$ cat config.mk
export PLATFORM = sky130hd
export DESIGN_NAME = rails_frame_gen
export DESIGN_NICKNAME = d
export VERILOG_FILES = /design/src/rtl/rails_pkg.sv /design/src/rtl/rails_stack.sv /design/src/rtl/rails_frame_gen.sv
export SDC_FILE = /design/constraint.sdc
export NUM_CORES = 1
export LEC_CHECK = 0
export BUFFER_PORTS_ARGS = -buffer_cell sky130_fd_sc_hd__buf_2
export CORE_ASPECT_RATIO = 1.2
export CORE_MARGIN = 5
export CORE_UTILIZATION = 61
export CTS_CLUSTER_DIAMETER = 40
export CTS_CLUSTER_SIZE = 10
export DETAILED_ROUTE_END_ITERATION = 7
export HOLD_SLACK_MARGIN = 0.08
export PLACE_DENSITY = 0.84
export SLEW_MARGIN = 20
export SYNTH_ARGS = -nofsm -noshare
export SYNTH_HDL_FRONTEND = slang
export SYNTH_SLANG_ARGS = --single-unit
$ cat constraint.sdc
create_clock -name clk -period 4.2 [get_ports clk]
set_input_delay 0.42 -clock clk [delete_from_list [all_inputs] [get_ports clk]]
set_output_delay 0.42 -clock clk [all_outputs]
set_load 0.01 [all_outputs]
$ cat src/rtl/rails_pkg.sv
// Shared parameters and types for the rails departure-order frame generator.
package rails_pkg;

    localparam int MAX_N   = 10;
    localparam int DW      = 4;
    localparam int TIMEOUT = 8;

    typedef logic [DW-1:0] coach_t;

    typedef enum logic [2:0] {
        IDLE,
        BUILD,
        SEND_LEN,
        SEND,
        WAIT,
        DONE
    } state_e;

endpackage

$ cat src/rtl/rails_stack.sv
// Station stack: LIFO of coach numbers with synchronous clear.
// push and pop are never requested in the same cycle by the frame generator.
module rails_stack #(
    parameter int DEPTH = rails_pkg::MAX_N
) (
    input  logic                         clk,
    input  logic                         reset,
    input  logic                         clear,
    input  logic                         push,
    input  logic                         pop,
    input  rails_pkg::coach_t            din,
    output rails_pkg::coach_t            top,
    output logic                         empty,
    output logic [$clog2(DEPTH+1)-1:0]   count
);
    import rails_pkg::*;

    localparam int CW = $clog2(DEPTH + 1);
    localparam int IW = $clog2(DEPTH);

    coach_t        mem_q [DEPTH];
    coach_t        mem_d [DEPTH];
    logic [CW-1:0] count_q, count_d;

    // Next stack contents: clear wins, then push (if not full), then pop (if not empty).
    always_comb begin
        mem_d   = mem_q;
        count_d = count_q;
        if (clear) begin
            mem_d   = '{default: '0};
            count_d = '0;
        end else if (push && (count_q != CW'(DEPTH))) begin
            mem_d[IW'(count_q)] = din;
            count_d             = count_q + 1'b1;
        end else if (pop && (count_q != '0)) begin
            count_d = count_q - 1'b1;
        end
    end

    // Stack storage and depth registers.
    always_ff @(posedge clk or negedge reset) begin
        if (!reset) begin
            mem_q   <= '{default: '0};
            count_q <= '0;
        end else begin
            mem_q   <= mem_d;
            count_q <= count_d;
        end
    end

    assign empty = (count_q == '0);
    assign count = count_q;
    assign top   = (count_q != '0) ? mem_q[IW'(count_q - 1'b1)] : '0;

endmodule

$ cat src/rtl/rails_frame_gen.sv
// Transmit side of the rails departure-order protocol: builds a stack-legal
// departure order from len/ops, streams N then the order on data, and waits
// for the checker's verdict (or times out).
module rails_frame_gen #(
    parameter int MAX_N   = rails_pkg::MAX_N,
    parameter int DW      = rails_pkg::DW,
    parameter int TIMEOUT = rails_pkg::TIMEOUT
) (
    input  logic                 clk,
    input  logic                 reset,
    input  logic                 start,
    input  logic [DW-1:0]        len,
    input  logic [2*MAX_N-1:0]   ops,
    output logic                 busy,
    output logic [DW-1:0]        data,
    input  logic                 chk_valid,
    input  logic                 chk_result,
    output logic                 done,
    output logic                 pass,
    output logic                 timeout,
    output logic                 err,
    output rails_pkg::state_e    dbg_state
);
    import rails_pkg::*;

    localparam int CW = $clog2(MAX_N + 1);
    localparam int IW = $clog2(MAX_N);
    localparam int SW = $clog2(2 * MAX_N);
    localparam int TW = $clog2(TIMEOUT + 1);

    state_e             state_q, state_d;
    logic [DW-1:0]      len_q, len_d;
    logic [2*MAX_N-1:0] ops_q, ops_d;
    logic [CW-1:0]      push_cnt_q, push_cnt_d;
    logic [CW-1:0]      pop_cnt_q, pop_cnt_d;
    logic [CW-1:0]      idx_q, idx_d;
    logic [TW-1:0]      timer_q, timer_d;
    logic [DW-1:0]      out_buf_q [MAX_N];
    logic [DW-1:0]      out_buf_d [MAX_N];
    logic [DW-1:0]      data_q, data_d;
    logic               done_q, done_d;
    logic               pass_q, pass_d;
    logic               timeout_q, timeout_d;
    logic               err_q, err_d;

    logic               stk_clear, stk_push, stk_pop, stk_empty;
    coach_t             stk_top;
    logic [CW-1:0]      stk_count;
    logic [SW-1:0]      step;

    rails_stack #(.DEPTH(MAX_N)) u_stack (
        .clk   (clk),
        .reset (reset),
        .clear (stk_clear),
        .push  (stk_push),
        .pop   (stk_pop),
        .din   (coach_t'(push_cnt_q + 1'b1)),
        .top   (stk_top),
        .empty (stk_empty),
        .count (stk_count)
    );

    // Build step index: every BUILD cycle is exactly one push or one pop.
    assign step = SW'(push_cnt_q) + SW'(pop_cnt_q);

    // Next-state, counters, buffer writes and the registered output values.
    always_comb begin
        state_d    = state_q;
        len_d      = len_q;
        ops_d      = ops_q;
        push_cnt_d = push_cnt_q;
        pop_cnt_d  = pop_cnt_q;
        idx_d      = idx_q;
        timer_d    = timer_q;
        out_buf_d  = out_buf_q;
        data_d     = '0;
        done_d     = 1'b0;
        pass_d     = 1'b0;
        timeout_d  = 1'b0;
        err_d      = 1'b0;
        stk_clear  = 1'b0;
        stk_push   = 1'b0;
        stk_pop    = 1'b0;

        case (state_q)
            IDLE: begin
                if (start) begin
                    if ((len != '0) && (len <= DW'(MAX_N))) begin
                        len_d      = len;
                        ops_d      = ops;
                        push_cnt_d = '0;
                        pop_cnt_d  = '0;
                        stk_clear  = 1'b1;
                        state_d    = BUILD;
                    end else begin
                        err_d = 1'b1;
                    end
                end
            end
            BUILD: begin
                // Empty stack forces a push; all coaches already pushed forces a pop.
                if (stk_empty || ((push_cnt_q != CW'(len_q)) && ops_q[step])) begin
                    stk_push   = 1'b1;
                    push_cnt_d = push_cnt_q + 1'b1;
                end else begin
                    stk_pop                    = 1'b1;
                    out_buf_d[IW'(pop_cnt_q)]  = stk_top;
                    pop_cnt_d                  = pop_cnt_q + 1'b1;
                    if ((push_cnt_q == CW'(len_q)) && (stk_count == CW'(1))) begin
                        state_d = SEND_LEN;
                    end
                end
            end
            SEND_LEN: begin
                idx_d   = '0;
                state_d = SEND;
            end
            SEND: begin
                if (idx_q == (CW'(len_q) - 1'b1)) begin
                    timer_d = '0;
                    state_d = WAIT;
                end else begin
                    idx_d = idx_q + 1'b1;
                end
            end
            WAIT: begin
                if (chk_valid) begin
                    done_d  = 1'b1;
                    pass_d  = chk_result;
                    state_d = DONE;
                end else if (timer_q == TW'(TIMEOUT - 1)) begin
                    done_d    = 1'b1;
                    timeout_d = 1'b1;
                    state_d   = DONE;
                end else begin
                    timer_d = timer_q + 1'b1;
                end
            end
            DONE: begin
                state_d = IDLE;
            end
            default: begin
                state_d = IDLE;
            end
        endcase

        // data is registered: load the value that belongs to the state being entered.
        case (state_d)
            SEND_LEN: data_d = len_q;
            SEND:     data_d = out_buf_d[IW'(idx_d)];
            default:  data_d = '0;
        endcase
    end

    // State, datapath and output registers.
    always_ff @(posedge clk or negedge reset) begin
        if (!reset) begin
            state_q    <= IDLE;
            len_q      <= '0;
            ops_q      <= '0;
            push_cnt_q <= '0;
            pop_cnt_q  <= '0;
            idx_q      <= '0;
            timer_q    <= '0;
            out_buf_q  <= '{default: '0};
            data_q     <= '0;
            done_q     <= 1'b0;
            pass_q     <= 1'b0;
            timeout_q  <= 1'b0;
            err_q      <= 1'b0;
        end else begin
            state_q    <= state_d;
            len_q      <= len_d;
            ops_q      <= ops_d;
            push_cnt_q <= push_cnt_d;
            pop_cnt_q  <= pop_cnt_d;
            idx_q      <= idx_d;
            timer_q    <= timer_d;
            out_buf_q  <= out_buf_d;
            data_q     <= data_d;
            done_q     <= done_d;
            pass_q     <= pass_d;
            timeout_q  <= timeout_d;
            err_q      <= err_d;
        end
    end

    assign busy      = (state_q != IDLE) && (state_q != DONE);
    assign data      = data_q;
    assign done      = done_q;
    assign pass      = pass_q;
    assign timeout   = timeout_q;
    assign err       = err_q;
    assign dbg_state = state_q;

endmodule

---- Yosys cells after proc, flatten, opt, wreduce, memory -nomap -nowiden ----
Index checks and enable logic that the tools add are counted.
storage, ports and cells
  memory bits (read-only) ................. 0
  memories kept ........................... 0
  register bits after elaboration ......... 135
  bits in writable memories ............... 0
  bits in latches ......................... 0
  bits of input ports ..................... 29
operators by class
  multiplexer cells ....................... 60
  order comparisons ....................... 8
  shift-type cells ........................ 0
  bitwise logic cells ..................... 4
  $add $sub $neg .......................... 8
  multipliers ............................. 0
  divide/modulo/power cells ............... 0
  reduce and logical (&&, ||, !) cells .... 22
  equality and inequality tests ........... 20
operators with widths
  operator               number
  $mux W40               4
  $bwmux W40             2
  $mux W4                18
  $pmux W4 S2            5
  $bmux W4 S4            2
  $demux W4 S4           2
  $mux W3                7
  $add A4 B1 Y4 const B  5
  $ge A5 B5 Y1 const B   4
  $not A4 Y5             4
  $mux W1                18
  $pmux W3 S5            1
  $ne A2 B2 Y1 const B   7
  $eq A3 B2 Y1 const B   4
  $reduce_and A4 Y1      3
  $lt A5 B1 Y1 const B   2
  $eq A4 B4 Y1           2
  $logic_and A1 B1 Y1    8
  $reduce_bool A4 Y1     2
  $sub A4 B1 Y4 const B  2
  $lt A5 B6 Y1 const B   1
  $reduce_bool A2 Y1     3
  $reduce_bool A3 Y1     2
  $add A4 B4 Y5          1
  other kinds (13)       13

---- Logic depth before layout (Yosys ltp) ----
Gate-level depths: netlist (run 1).
  depth after elaboration ................. 13
  gate-level depth with buffers ........... 15
  gate-level depth less buffers ........... 12

---- Modules after synthesis ----
From an unflattened synthesis (run 1), not the netlist that was laid out.
second synthesis, totals
  cells, all modules ...................... 715
  area, all modules ....................... 7444.6 µm²
by module, submodules not included
  module           area an instance (µm²)  sequential area each (µm²)  cells an instance  times used
  rails_frame_gen  4987.3                  2277.2                      464                1
  rails_stack      2457.4                  1101.1                      251                1

---- Least setup slack after synthesis (run 1) ----
OpenSTA, ideal clock, no wires.
  kind .................................... register to register
  start point ............................. register push_cnt_q[0]
  end point ............................... register data_q[3] (netlist: data[3])
  setup time .............................. 128 ps
  stages on the path, launching flop included .. 13
  buffers on the path ..................... 1
  data required time ...................... 4072 ps
  arrival time ............................ 3456 ps
  path slack .............................. 617 ps
  period minus slack after synthesis ...... 3583 ps
  cell sequence ........................... dfrtp_1 ha_1 fa_1 buf_2 mux4_2 mux2_2 nor4b_4 a41oi_4 a31oi_2 mux2_2 or2_1 a311oi_1 a2bb2oi_1
RTL lines
  item                    RTL line                text
  start, declared         rails_frame_gen.sv:34   logic [CW-1:0] push_cnt_q, push_cnt_d;
  start signal, assigned  rails_frame_gen.sv:175  push_cnt_q <= push_cnt_d;
  end signal, assigned    rails_frame_gen.sv:180  data_q <= data_d;
  end, declared           rails_frame_gen.sv:40   logic [DW-1:0] data_q, data_d;

==> results of run 1 <==
==> per-layer routing <==
metal | wire length [microns] | GRT usage, % | share of wire (%)
met5 | 0 | 0 | 0
met1 | 7050 | 33.0 | 40
met3 | 989 | 6.33 | 5.6
met2 | 9070 | 43.8 | 52
met4 | 497 | 13.4 | 2.8
==> worst reg2reg max path, stage by stage, from the launching register on <==
cell and delay [ns]:
dfrtp_1 0.45, ha_1 0.25, fa_1 0.70, mux4_2 0.35, mux2_2 0.30, nor4b_4 0.29
a41oi_4 0.15, a31oi_4 0.30, nand2_2 0.13, mux2_1 0.38, a221oi_1 0.32, a41oi_1 0.19
==> where the power goes <==
group / leakage, uW / total (uW) / switching [uW] / internal (uW)
logic: 0.00185 / 41.9 / 30.2 / 11.7
registers: 0.00154 / 1300 / 0 / 1300
clock network: 0.000269 / 1370 / 527 / 838
total: 0.00365 / 2710 / 557 / 2150
==> stage by stage <==
| step | instance area [sq um] | worst slack (ns) | util [%] | total power [uW] |
|---|---|---|---|---|
| after global placement | 7640 | 0.414 | 65.5 | 1370 |
| after global routing | 8190 | 0.0444 | 70.2 | 2790 |
| after detailed placement | 7650 | 0.279 | 65.5 | 1370 |
| final | 8190 | 0.204 | 70.2 | 2710 |
| after CTS | 8190 | 0.247 | 70.1 | 2730 |
| after floorplan | 7310 | 0.617 | - | 1330 |
==> synthesized netlist by cell type, types with 4 or more instances <==
cell type  instances
xnor2_1            6
xor2_1            14
nor3_1             9
mux2_1             7
nor2_1            44
a211oi_1           7
mux2_2            21
dfrtp_1          135
buf_4              4
ha_1              17
nor2b_1            5
nand2_1          137
a22o_1             4
inv_1             24
mux4_2            12
nand3_1           32
mux2i_1           25
clkbuf_1          25
o31ai_1           10
a31oi_1            5
o21ai_0           52
and3_1             8
a21o_1             4
and2_1             4
buf_2              5
a31o_2             4
a21oi_1           22
o21ai_1            4
==> registers in the layout, summed over array words and instances, names as in the netlist <==
register       count
data               4
dbg_state          3
done               1
err                1
idx_q              4
len_q              4
ops_q             20
out_buf_q         40
pass               1
pop_cnt_q          4
push_cnt_q         4
timeout            1
timer_q            4
u_stack.count      4
u_stack.mem_q     40
==> cell families after synthesis <==
| logic type | count (synthesis) | share of synthesized area [%] |
|---|---|---|
| AOI/OAI and AO/OA | 159 | 15.5 |
| xor gates and xnor gates | 22 | 2.93 |
| adders and majority gates | 18 | 3.19 |
| buffers and inverters | 63 | 3.73 |
| DFF | 135 | 46.2 |
| muxes | 67 | 11.9 |
| and+or+nand+nor | 266 | 16.6 |
==> worst max-delay path by stage <==
| stage | from | depth (start not counted) | slack [ns] | endpoint |
|---|---|---|---|---|
| after floorplan | push_cnt_q[0] | 12 | 0.62 | data[3] |
| after global placement | pop_cnt_q[0] | 11 | 0.41 | u_stack.count[3] |
| after detailed placement | pop_cnt_q[0] | 11 | 0.28 | data[2] |
| after CTS | pop_cnt_q[0] | 12 | 0.25 | data[2] |
| after global routing | pop_cnt_q[0] | 11 | 0.04 | data[1] |
| final | pop_cnt_q[0] | 11 | 0.20 | data[2] |
==> cell type report <==
| class | count | area [sq um] |
|---|---|---|
| clock buffer | 27 | 523 |
| clock inverter | 3 | 15.0 |
| fill | 884 | 3480 |
| inverter | 24 | 90.1 |
| multi-input combinational | 532 | 3670 |
| sequential | 135 | 3380 |
| tap | 157 | 196 |
| timing repair buffer | 56 | 323 |
==> results.json, run 1 <==
{
  "num_vias": 5781,
  "critPathLaunchType": "flip-flop",
  "required_ns": 4.48,
  "antenna_cells": 0,
  "cts_buffers": 17,
  "initial_utilization_pct": 62.6,
  "wirelength_mm": 17.6,
  "synth-edff-count": 0,
  "crit_type": "reg2reg",
  "holdWs_ns": 0.0465,
  "final_nets": 813,
  "coreArea_sq_mm": 0.0117,
  "r2r-end": "data[2]",
  "first_pass_iters": 5,
  "cp_max_fo": 10,
  "setup-tns-final_ns": 0,
  "die_y_microns": 130,
  "drive_gt1_share_pct": 17.5,
  "ys_warn_count": 0,
  "min_period_ns": 4.00,
  "wl_per_cell_microns": 18.9,
  "post_cts_buffers": 0,
  "post-route-period-util_pct": 95.1,
  "cpPeakStageDelay_ns": 0.70,
  "syn_area_sq_mm": 0.00731,
  "drtAntennaViolNets": 0,
  "hold_viol_final": 0,
  "cts-hold-fix-buffers": 0,
  "synth.largest_area_cell": "dfrtp_1",
  "place_congestion": 0.949,
  "area_growth_pct": 12.2,
  "clk_pin_slew_ns": 0.06,
  "cts-root-buf": "clkbuf_16",
  "relSlewSlack_pct": 28.4,
  "endpoint_kind": "flip-flop",
  "fin_worst_skew_ns": 0.00729,
  "crit-reg2reg-launch": "pop_cnt_q[0]",
  "irDropWorstVdd_v": 0.000265,
  "r2r_cells": 11,
  "viasPerCell": 6.19,
  "crit_family": "multiplexers",
  "synth_top_area_share_pct": 46.2,
  "numPortBuffers": 40,
  "clock_sinks": 135,
  "grt_use_total_pct": 26.7,
  "grt_pass1_vias": 5812,
  "min_path_type": "in2async",
  "fp.dieW_microns": 110,
  "cts_resized": 0,
  "status": "finished, final reports clean",
  "p_leak_uw": 0.00365,
  "final_max_slew_viol_count": 0,
  "cts_tree": "built",
  "stdcell_count": 934,
  "fmax_ghz": 0.250,
  "htree_levels": 4,
  "dieArea_sq_mm": 0.0143,
  "clock_latency_ns": 0.43,
  "finalSetupViolations": 0,
  "final_common_cell": "nand2_1",
  "max-clock-path-buffers": 2,
  "place_inst": 904,
  "place_hpwl_mm": 12.1,
  "grt_max_degree": 62,
  "post-route-drc-count": 0,
  "tightest_slew_ns": 1.07,
  "cp.arrival_ns": 4.27,
  "synthDistinctLibCells": 77,
  "rsz0062_at_grt": "no",
  "cp_cell_sequence": "ha_1 -> fa_1 -> mux4_2 -> mux2_2 -> nor4b_4 -> a41oi_4 -> a31oi_4 -> nand2_2 -> mux2_1 -> a221oi_1 -> a41oi_1",
  "critPathBufInv": 0,
  "drv_cap": 0,
  "overflow": 0,
  "drt_iter0_markers": 328,
  "io_pins": 41,
  "syn_area_per_cell_sq_um": 10.0,
  "antenna_found_initial": 0,
  "synthTopCellsByArea": "dfrtp_1 46%, nand2_1 7.0%, mux4_2 3.7%",
  "cp_slowest_cell": "fa_1",
  "yosysSeqAreaShare_pct": 46.2,
  "async_flop_share_pct": 100,
  "layout_common_cells": "137 x nand2_1, 135 x dfrtp_1, 52 x o21ai_0",
  "synth_cells": 730,
  "synth.ff_latch_count": 135,
  "r2r_slack_ns": 0.20,
  "synth_flop_cell": "dfrtp_1",
  "synth_fp_nets": 777,
  "pwr_density_cell_mw_per_mm2": 331,
  "grt_pass1_wl_mm": 29.3,
  "placementRows": 43
}
(Power assumes the default switching activity.)
==> run 2: changes to the inputs <==
- PLACE_DENSITY: 0.84 -> 0.81
==> results.json, run 2 (synthesized netlist as in run 1, its figures left out) <==
{
  "place_congestion": 0.933,
  "overflow": 0,
  "place_ws_ns": 0.289,
  "post_cts_buffers": 0,
  "post-route-period-util_pct": 93.8,
  "stdcell_count": 935,
  "dieArea_sq_mm": 0.0143,
  "clock_latency_ns": 0.43,
  "htree_levels": 4,
  "cp_max_fo": 10,
  "fp.dieW_microns": 110,
  "area_growth_pct": 12.7,
  "relSlewSlack_pct": 29.4,
  "critPathLaunchType": "flip-flop",
  "r2r_cells": 11,
  "num_vias": 5800,
  "clock_sinks": 135,
  "combPwrFrac_pct": 1.5,
  "num-fill-cells": 895,
  "io_pins": 41,
  "drt_iter0_markers": 504,
  "min_path_type": "in2async",
  "die_y_microns": 130,
  "viasPerCell": 6.20,
  "first_pass_iters": 5,
  "grt_pass1_vias": 5961,
  "cp.arrival_ns": 4.28,
  "post-route-drc-count": 0,
  "grt_use_total_pct": 27.3,
  "r2r-end": "data[1]",
  "crit-reg2reg-launch": "pop_cnt_q[0]",
  "finalSetupViolations": 0,
  "crit_type": "reg2reg",
  "grt_max_degree": 136,
  "power_frac_clock_pct": 52.0,
  "m1WireLength_mm": 7.21,
  "numPortBuffers": 40,
  "wl_met3_microns": 847,
  "setup.worst_path.end": "data[1]",
  "required_ns": 4.54,
  "pwr_density_cell_mw_per_mm2": 340,
  "reg_top3": "out_buf_q x40, u_stack.mem_q x40, ops_q x20",
  "max-clock-path-buffers": 2,
  "drive_gt1_share_pct": 17.9,
  "place_hpwl_mm": 12.1,
  "power_frac_seq_pct": 46.5,
  "cts_resized": 0,
  "antenna_found_initial": 0,
  "hold_viol_final": 0,
  "cts_buffers": 17,
  "initial_utilization_pct": 62.6,
  "status": "finished, final reports clean",
  "route.met2.wl_mm": 9.22,
  "switching_share_pct": 20.6,
  "layout_setup_ws_ns": 0.261,
  "clk_pin_slew_ns": 0.06,
  "cts-hold-fix-buffers": 0,
  "rsz0062_at_grt": "no",
  "cp-startpoint": "pop_cnt_q[0]",
  "grt_pass1_wl_mm": 30.0,
  "fmax_ghz": 0.254,
  "drv_cap": 0,
  "tightest_slew_ns": 1.05,
  "switchingPower_uw": 576,
  "cts_tree": "built",
  "intPower_uw": 2220,
  "final_common_cell": "nand2_1",
  "cts-root-buf": "clkbuf_16",
  "final_nets": 813,
  "setup-tns-final_ns": 0,
  "antenna_cells": 0,
  "place_inst": 904,
  "wirelength_mm": 17.9,
  "coreArea_sq_mm": 0.0117,
  "min_period_ns": 3.94,
  "drtAntennaViolNets": 0,
  "wl_per_cell_microns": 19.1,
  "layout_common_cells": "137 x nand2_1, 135 x dfrtp_1, 52 x o21ai_0",
  "p_leak_uw": 0.00368,
  "fin_worst_skew_ns": 0.00578,
  "placementRows": 43,
  "top_layer": "met4",
  "irDropWorstVdd_v": 0.000290,
  "endpoint_kind": "flip-flop",
  "r2r_slack_ns": 0.26,
  "final_max_slew_viol_count": 0
}
## run 2: cell types whose count changed in the layout (fill, tap and decap cells not counted)
cell,previous run,this run
buf_12,0,1
buf_4,17,16
bufinv_16,0,2
clkbuf_1,4,1
clkbuf_8,6,3
clkinv_2,3,7
clkinvlp_4,0,1
xnor2_1,5,6
xnor2_2,2,1
## run 2: cell type report
class	count	area [sq um]	area share, %
clock buffer	21	470	5.71
tap	157	196	2.39
multi-input combinational	532	3660	44.5
inverter	24	90.1	1.09
timing repair buffer	56	335	4.07
clock inverter	10	103	1.25
sequential	135	3380	41.0
## run 2: through the flow
step           hold WS [ns]  cell area [sq um]  utilization [%]  total power [uW]
3_5_place_dp          0.457               7650             65.6              1370
3_3_place_gp          0.458               7650             65.6              1370
2_1_floorplan         0.124               7310                -              1330
4_1_cts               0.149               8230             70.5              2810
5_1_grt               0.167               8230             70.5              2880
6_report             0.0448               8230             70.5              2800
## run 2: power groups by stage
stage | Sequential (uW) | Clock [uW] | Combinational, uW
6_report | 1300 | 1450 | 42.7
5_1_grt | 1300 | 1530 | 50.0
4_1_cts | 1300 | 1460 | 44.6
3_5_place_dp | 1320 | 0 | 44.2
3_3_place_gp | 1320 | 0 | 42.9
2_1_floorplan | 1320 | 0 | 1.89
## run 2: routing by layer
layer / up-vias / GRT usage (%)
met4: 0 / 13.5
met2: 198 / 45.4
met1: 2873 / 33.6
met3: 55 / 5.64
met5: - / 0
li1: 2674 / -
## run 2: worst min-delay path by stage
stage                   start    endpoint  slack [ns]  cells after the start
floorplan               reset     data[0]        0.12                      0
global placement    ops_q[11]   ops_q[11]        0.46                      2
detailed placement   ops_q[2]    ops_q[2]        0.46                      2
CTS                     reset  timer_q[1]        0.15                      2
global route            reset  timer_q[2]        0.17                      2
finish                  reset  timer_q[0]        0.04                      2
## run 2: worst max-delay path, cell delays in order, from the launching register on
cell       delay (ns)
dfrtp_1          0.45
ha_1             0.25
fa_1             0.68
mux4_2           0.34
mux2_2           0.30
nor4b_4          0.30
a41oi_4          0.15
a31o_1           0.41
a31o_1           0.26
a2111oi_1        0.44
a31oi_1          0.12
o211ai_2         0.16
==> run 3: changes to the inputs <==
- CELL_PAD_IN_SITES_DETAIL_PLACEMENT: unset -> 1
- CELL_PAD_IN_SITES_GLOBAL_PLACEMENT: unset -> 1
- CORE_UTILIZATION: 61 -> 49
- PLACE_DENSITY: 0.81 -> 0.82
==> results.json, run 3 (synthesized netlist as in run 1, its figures left out) <==
{
  "utilization_pct": 56.3,
  "stdcell_count": 983,
  "cts_buffers": 17,
  "grt_pass1_vias": 6429,
  "layout_setup_ws_ns": 0.228,
  "post-route-drc-count": 0,
  "post-route-period-util_pct": 94.6,
  "place_inst": 952,
  "area_growth_pct": 14.4,
  "place_ws_ns": 0.223,
  "tightest_slew_ns": 1.09,
  "place_congestion": 0.865,
  "fmax_ghz": 0.252,
  "drt_iter0_markers": 475,
  "endpoint_kind": "flip-flop",
  "reg_top3": "out_buf_q x40, u_stack.mem_q x40, ops_q x20",
  "die_y_microns": 144,
  "status": "finished, final reports clean",
  "drtAntennaViolNets": 0,
  "cp_max_fo": 10,
  "fp.dieW_microns": 121,
  "final_nets": 814,
  "grt_use_total_pct": 25.0,
  "min_path_type": "in2async",
  "viasPerCell": 5.99,
  "io_pins": 41,
  "wirelength_mm": 20.9,
  "wl_per_cell_microns": 21.2,
  "coreArea_sq_mm": 0.0148,
  "initial_utilization_pct": 49.2,
  "clock_sinks": 135,
  "cts-hold-fix-buffers": 0,
  "clk_pin_slew_ns": 0.06,
  "post_cts_buffers": 0,
  "grt_max_degree": 77,
  "antenna_found_initial": 0,
  "relSlewSlack_pct": 27.0,
  "place_hpwl_mm": 14.5,
  "irDropWorstVdd_v": 0.000261,
  "finalSetupViolations": 0,
  "clock_latency_ns": 0.43,
  "htree_levels": 4,
  "final_max_slew_viol_count": 0,
  "cts-root-buf": "clkbuf_16",
  "num_vias": 5891,
  "cp.arrival_ns": 4.28,
  "required_ns": 4.51,
  "antenna_cells": 0,
  "overflow": 0,
  "setup-tns-final_ns": 0,
  "drv_cap": 0,
  "dieArea_sq_mm": 0.0175,
  "placementRows": 49,
  "numPortBuffers": 40,
  "r2r_slack_ns": 0.23,
  "hold_viol_final": 0,
  "p_leak_uw": 0.00370,
  "grt_pass1_wl_mm": 34.0,
  "cts_tree": "built",
  "rsz0062_at_grt": "no",
  "pwr_density_cell_mw_per_mm2": 353,
  "min_period_ns": 3.97,
  "crit_type": "reg2reg",
  "critPathLaunchType": "flip-flop",
  "drive_gt1_share_pct": 18.0,
  "first_pass_iters": 5,
  "final_common_cell": "nand2_1",
  "layout_common_cells": "137 x nand2_1, 135 x dfrtp_1, 52 x o21ai_0",
  "r2r_cells": 11,
  "fin_worst_skew_ns": 0.00916,
  "max-clock-path-buffers": 2
}
-- run 3: cell types whose count changed in the layout (fill, tap and decap cells not counted), sizes merged --
cell	change
buf	+1
clkbuf	+2
clkinv	-3
clkinvlp	-1
bufinv	+2
-- run 3: critical path, stage by stage, from the launching register on --
cell and delay [ns]:
dfrtp_1 0.45, ha_1 0.25, fa_2 0.64, mux4_2 0.22, mux2_2 0.17, nor4b_4 0.06
a41oi_4 0.48, nand3_2 0.19, a221oi_2 0.53, buf_4 0.24, mux2_1 0.33, a221o_1 0.30
-- run 3: what timing repair did --
action | in CTS | in global routing
endpoints found under the hold margin | 0 | 0
endpoints found under the setup margin | 0 | 3
gates resized for setup | 0 | 1
-- run 3: area by class of cell --
class	instances	area, sq um
Fill cell	1676	6480
Multi-Input combinational cell	532	3660
Sequential cell	135	3380
Clock buffer	23	488
Timing Repair Buffer	57	334
Tap cell	204	255
Clock inverter	8	144
Inverter	24	90.1
-- run 3: per-stage QoR --
stage	hold slack [ns]	cell area [sq um]	total power (uW)
after floorplan	0.124	7310	1330
after global placement	0.463	7710	1370
after detailed placement	0.472	7710	1370
after CTS	0.169	8340	2980
after global routing	0.0912	8350	3040
final	0.0251	8350	2950
-- run 3: worst paths after layout --
| kind | startpoint | to |
|---|---|---|
| hold reg to reg | ops_q[5] | ops_q[5] |
| hold / removal | reset | out_buf_q[38] |
| min in group clk | ops[7] | ops_q[7] |
| max in group asynchronous | reset | pass |
| setup / recovery | pop_cnt_q[0] | u_stack.count[3] |
| setup reg to reg | pop_cnt_q[0] | u_stack.count[3] |
-- run 3: metal layers --
| metal | global-route usage [%] | vias to the layer above | part of all wire (%) | routed length, microns |
|---|---|---|---|---|
| met5 | 0 | - | 0 | 0 |
| met4 | 11.5 | 0 | 3.6 | 754 |
| met3 | 4.09 | 59 | 3.2 | 671 |
| met2 | 44.4 | 156 | 53 | 11100 |
| met1 | 29.5 | 2999 | 40 | 8390 |
| li1 | - | 2677 | - | - |
-- run 3: power breakdown --
group	switching, uW	total (uW)	internal (uW)
logic	32.3	44.3	12.0
registers	0	1300	1300
clock network	556	1610	1050
